--- src/rtl/bit_serial_addsub_if.sv ---
// Handshake and operand/result bundle for bit_serial_addsub.
interface bit_serial_addsub_if #(
  parameter int unsigned WIDTH = 8
);
  logic             start;
  logic             sub;
  logic [WIDTH-1:0] a;
  logic [WIDTH-1:0] b;
  logic             cy_in;
  logic             busy;
  logic             done;
  logic [WIDTH-1:0] sum;
  logic             cy_out;
  logic             ovf;

  modport master (
    output start, sub, a, b, cy_in,
    input  busy, done, sum, cy_out, ovf
  );

  modport slave (
    input  start, sub, a, b, cy_in,
    output busy, done, sum, cy_out, ovf
  );
endinterface

--- src/rtl/bit_serial_addsub.sv ---
// WIDTH-bit bit-serial add/subtract, LSB first, one full-adder slice, latency WIDTH+1.
// Define BSA_OVF_EN to register signed overflow; otherwise ovf is tied low.
module bit_serial_addsub #(
  parameter int unsigned WIDTH = 8
) (
  input logic                clk,
  input logic                rst,
  bit_serial_addsub_if.slave bus
);
  localparam int unsigned CW = $clog2(WIDTH);

  typedef enum logic [1:0] {IDLE, RUN, DONE} state_t;

  state_t           state_q, state_d;
  logic [WIDTH-1:0] a_sh, b_sh, sum_q;
  logic [WIDTH-2:0] acc;
  logic [WIDTH-1:0] acc_full;
  logic             carry, cy_q;
  logic [CW-1:0]    cnt;
  logic             s_bit, c_next, last, accept;

  always_comb begin
    s_bit    = a_sh[0] ^ b_sh[0] ^ carry;
    c_next   = (a_sh[0] & b_sh[0]) | (a_sh[0] & carry) | (b_sh[0] & carry);
    last     = (cnt == CW'(WIDTH - 1));
    accept   = bus.start && (state_q != RUN);
    // acc keeps only the upper WIDTH-1 result bits; the newest bit completes the word
    acc_full = {s_bit, acc};
  end

  always_ff @(posedge clk) begin
    if (rst) state_q <= IDLE;
    else     state_q <= state_d;
  end

  always_comb begin
    state_d  = state_q;
    bus.busy = 1'b0;
    bus.done = 1'b0;
    unique case (state_q)
      IDLE: if (bus.start) state_d = RUN;
      RUN: begin
        bus.busy = 1'b1;
        if (last) state_d = DONE;
      end
      DONE: begin
        bus.done = 1'b1;
        state_d  = bus.start ? RUN : IDLE;
      end
      default: state_d = IDLE;
    endcase
  end

  always_ff @(posedge clk) begin
    if (rst) begin
      a_sh  <= '0;
      b_sh  <= '0;
      acc   <= '0;
      carry <= 1'b0;
      cnt   <= '0;
      sum_q <= '0;
      cy_q  <= 1'b0;
    end else if (accept) begin
      a_sh  <= bus.a;
      b_sh  <= bus.sub ? ~bus.b : bus.b;
      carry <= bus.cy_in ^ bus.sub;
      cnt   <= '0;
    end else if (state_q == RUN) begin
      acc   <= acc_full[WIDTH-1:1];
      a_sh  <= a_sh >> 1;
      b_sh  <= b_sh >> 1;
      carry <= c_next;
      cnt   <= cnt + CW'(1);
      if (last) begin
        sum_q <= acc_full;
        cy_q  <= c_next;
      end
    end
  end

  assign bus.sum    = sum_q;
  assign bus.cy_out = cy_q;

`ifdef BSA_OVF_EN
  logic ovf_q;

  // carry still holds the carry into the MSB during the final RUN cycle
  always_ff @(posedge clk) begin
    if (rst)                           ovf_q <= 1'b0;
    else if (state_q == RUN && last)   ovf_q <= carry ^ c_next;
  end

  assign bus.ovf = ovf_q;
`else
  assign bus.ovf = 1'b0;
`endif
endmodule

--- src/flat_wrapper.sv ---
// flat-port wrapper written by rule: the top's interface ports become plain ports
module bit_serial_addsub_flat 
#(
  parameter int unsigned WIDTH = 8
)
  (clk, rst, bus_start, bus_sub, bus_a, bus_b, bus_cy_in, bus_busy, bus_done, bus_sum, bus_cy_out, bus_ovf);
  bit_serial_addsub_if #(.WIDTH(WIDTH)) bus_i ();
  input logic clk;
  input logic rst;
  input wire logic [$bits(bus_i.start)-1:0] bus_start;
  input wire logic [$bits(bus_i.sub)-1:0] bus_sub;
  input wire logic [$bits(bus_i.a)-1:0] bus_a;
  input wire logic [$bits(bus_i.b)-1:0] bus_b;
  input wire logic [$bits(bus_i.cy_in)-1:0] bus_cy_in;
  output wire logic [$bits(bus_i.busy)-1:0] bus_busy;
  output wire logic [$bits(bus_i.done)-1:0] bus_done;
  output wire logic [$bits(bus_i.sum)-1:0] bus_sum;
  output wire logic [$bits(bus_i.cy_out)-1:0] bus_cy_out;
  output wire logic [$bits(bus_i.ovf)-1:0] bus_ovf;
  assign bus_i.start = bus_start;
  assign bus_i.sub = bus_sub;
  assign bus_i.a = bus_a;
  assign bus_i.b = bus_b;
  assign bus_i.cy_in = bus_cy_in;
  assign bus_busy = bus_i.busy;
  assign bus_done = bus_i.done;
  assign bus_sum = bus_i.sum;
  assign bus_cy_out = bus_i.cy_out;
  assign bus_ovf = bus_i.ovf;
  bit_serial_addsub #(.WIDTH(WIDTH)) u_core (.clk(clk), .rst(rst), .bus(bus_i));
endmodule
--- config.mk ---
export PLATFORM = sky130hd
export DESIGN_NAME = bit_serial_addsub_flat
export DESIGN_NICKNAME = d
export VERILOG_FILES = /design/src/rtl/bit_serial_addsub_if.sv /design/src/rtl/bit_serial_addsub.sv /design/src/flat_wrapper.sv
export SDC_FILE = /design/constraint.sdc
export NUM_CORES = 1
export LEC_CHECK = 0
export ABC_AREA = 1
export CORE_MARGIN = 1
export CORE_UTILIZATION = 51
export CTS_CLUSTER_SIZE = 16
export DETAILED_ROUTE_END_ITERATION = 8
export PLACE_DENSITY_LB_ADDON = 0.05
export SLEW_MARGIN = 10
export SYNTH_ARGS = -nofsm -noshare
export SYNTH_HDL_FRONTEND = slang
export SYNTH_SLANG_ARGS = --single-unit
--- constraint.sdc ---
create_clock -name clk -period 1.6 [get_ports clk]
set_input_delay 0.4 -clock clk [delete_from_list [all_inputs] [get_ports clk]]
set_output_delay 0.4 -clock clk [all_outputs]
set_load 0.01 [all_outputs]
==> results.yml <==
cts:
  cts.root.buffer_cell: "clkbuf_4"
  cts_tree: "yes"
  postCtsSetupBuffers: 0
  cts_htree_levels: 2
  clock_path_buffers: 2
  clock_latency_ps: 350
  cts_made_buffers: 5
  ctsHoldBuffers: 0
  clk_transition_reported_paths_ps: 110
  cts_sinks: 38
yosys:
  synth-xor-area-share_pct: 1.98
  synth.area.top_cells: "dfxtp_1 (43%), nand2_1 (15%), nand3_1 (11%)"
  synthSimpleGateAreaFrac_pct: 37.4
  yosysWarnings: 0
  synthAdderAreaFrac_pct: 2.55
  syn_area_sq_um: 1770
  async_reset_ff_share_pct: 0
  synth_top_family_by_area: "simple AND/OR/NAND/NOR gates"
  syn_inst: 252
  yosysTopAreaCell: "dfxtp_1"
  yosysTopAreaCellShare_pct: 43.0
  synth_ff_type: "dfxtp_1"
  synth_compound_area_share_pct: 4.46
  syn_nets: 276
  ys_seq_elements: 38
  syn_area_per_cell_sq_um: 7.02
  synth_edf_count: 0
  ys_seq_area_share_pct: 43.0
  synth.distinct_cells: 23
  synth_mux_area_share_pct: 0
placed_design:
  dp.cells: 325
  dp_hpwl_mm: 2.32
  gp_congestion: 0.736
  io_buffers: 31
  pre_cts_ws_ps: 8.53
timing:
  setup_viol: 0
  finalMaxSlewViolations: 0
  hold_violations: 0
  rsz0062_at_grt: "false"
  skew_ps: 9.59
  tns_ps: 0
  hold_slack_ps: 468
  period_needed_ps: 1510
  clock.fmax_mhz: 663
  fin_ws_ps: 90.8
  period_share_pct: 94.3
routing:
  first_pass_iters: 4
  ant_nets: 0
  drt_iter0_markers: 55
  routed_wl_mm: 3.31
  routed_via_density: 4.74
  drcViolationCount: 0
  route.vias.total: 1580
  post_drt_wl_per_cell_um: 9.94
grt:
  grt_use_total_pct: 20.5
  grt_pass1_wl_mm: 5.50
  grt.overflow.total: 0
  antenna_found_initial: 0
  grt_pass1_vias: 1268
  grt_max_degree: 30
die:
  fp-row-count: 21
  ios: 33
  core_area_sq_um: 3340
  die_w_um: 60.9
  start_util_pct: 53.0
  die_area_sq_um: 3710
  die_height_um: 60.9
worst_setup_path:
  cp_max_fo: 4
  timing.rr.start: "u_core.cnt[0]"
  cp-end-kind: "output port"
  critPathRequiredTime_ps: 1200
  path_class: "flop to output port"
  startpoint_type: "flop"
  critPathLaunch: "u_core.state_q[0]"
  crit_arrival_ps: 1110
run:
  cap_violations: 0
min_path:
  min_from: "u_core.bus.sum[0]"
  hold_path.class: "flop to flop"
layout:
  n_antenna_cell: 0
  area_growth_syn_to_layout_pct: 21.6
  drive_above_1_share_pct: 10.5
  final_nets: 310
  finalNonFillerCells: 333
power:
  ir_worst_vdd_v: 0.000551
  p_total_mw: 1.84
  p_leak_nw: 1.08
  p_per_area_nw_per_um2: 857
run_status:
  status: "finished clean"
==> cells by family after synthesis <==
| logic type | after synthesis |
|---|---|
| buffers and inverters | 34 |
| AOI/OAI and AO/OA | 14 |
| DFF | 38 |
| other | 1 |
| adders and majority gates | 3 |
| xor gates and xnor gates | 4 |
| and+or+nand+nor | 158 |
==> path summary, 6_finish.rpt <==
| path | end | slack [ps] | depth (start not counted) |
|---|---|---|---|
| worst max-delay path | bus_busy | 90 | 3 |
| worst min-delay path | u_core.bus.sum[0] | 470 | 2 |
| worst max register to register | u_core.bus.sum[6] | 280 | 6 |
| worst min register to register | u_core.bus.sum[0] | 470 | 2 |
==> repair_timing <==
item                       in CTS  in global routing
setup endpoints to repair      11                  1
resized for setup              14                  2
hold endpoints to repair        0                  0
==> cells in the mapped netlist (3+ instances only) <==
cell / number
o21ai_0: 7
dfxtp_1: 38
a21oi_1: 4
nor2_1: 42
nand3_1: 39
nand2_2: 5
nand2_1: 71
buf_4: 4
inv_1: 18
clkbuf_1: 3
buf_6: 3
==> power by group <==
part	total (mW)	switching, mW	leakage, nW	internal (mW)
Combinational	0.286	0.156	0.736	0.129
Sequential	1.03	0.0303	0.312	0.995
Clock	0.532	0.321	0.0343	0.211
Total	1.84	0.507	1.08	1.34
==> flip-flops by register name, summed over array words and instances (netlist names) <==
signal and cells:
u_core.bus.sum 8, u_core.acc 7, u_core.carry 1, u_core.b_sh 8
u_core.bus.cy_out 1, u_core.a_sh 8, u_core.state_q 2, u_core.cnt 3
==> final cells by class <==
class | count | area (sq um)
Clock buffer | 6 | 51.3
Clock inverter | 2 | 12.5
Fill cell | 337 | 1190
Inverter | 21 | 78.8
Multi-Input combinational cell | 180 | 825
Sequential cell | 38 | 766
Tap cell | 46 | 57.6
Timing Repair Buffer | 40 | 360
==> layer usage <==
layer,global-route usage [%],wire length [um],up-vias
met1,27.2,1710,690
met5,0,0,-
met3,8.96,156,5
li1,-,-,850
met2,30.8,1410,35
met4,4.87,37,0
==> cell usage in the layout, fill, tap and decap left out <==
cell type	instances
nor2_4	1
o22ai_1	1
buf_4	9
clkinv_2	1
clkbuf_2	1
inv_1	18
fa_1	1
nor2_1	42
dfxtp_2	1
dfxtp_4	1
dlygate4sd2_1	10
clkbuf_8	1
clkinv_1	1
nand2_2	5
a21oi_1	4
o21ai_0	7
conb_1	1
clkdlybuf4s50_1	20
xnor2_1	2
a21oi_2	2
ha_1	2
dfxtp_1	36
inv_2	2
xor2_1	2
nand2_1	71
clkinvlp_4	1
nand3_1	39
clkbuf_4	5
==> worst max-delay path: stages, from the launching register on <==
cell,delay (ps)
dfxtp_4,390
inv_2,40
nor2_4,70
dlygate4sd2_1,260
==> through the flow <==
step           cell area, sq um  utilization (%)
6_report                   2150             64.5
5_1_grt                    2150             64.5
4_1_cts                    2150             64.6
3_5_place_dp               2100             62.9
3_3_place_gp               2100             62.9
2_1_floorplan              1770                -
No activity file was read; power rests on OpenSTA's default activity.
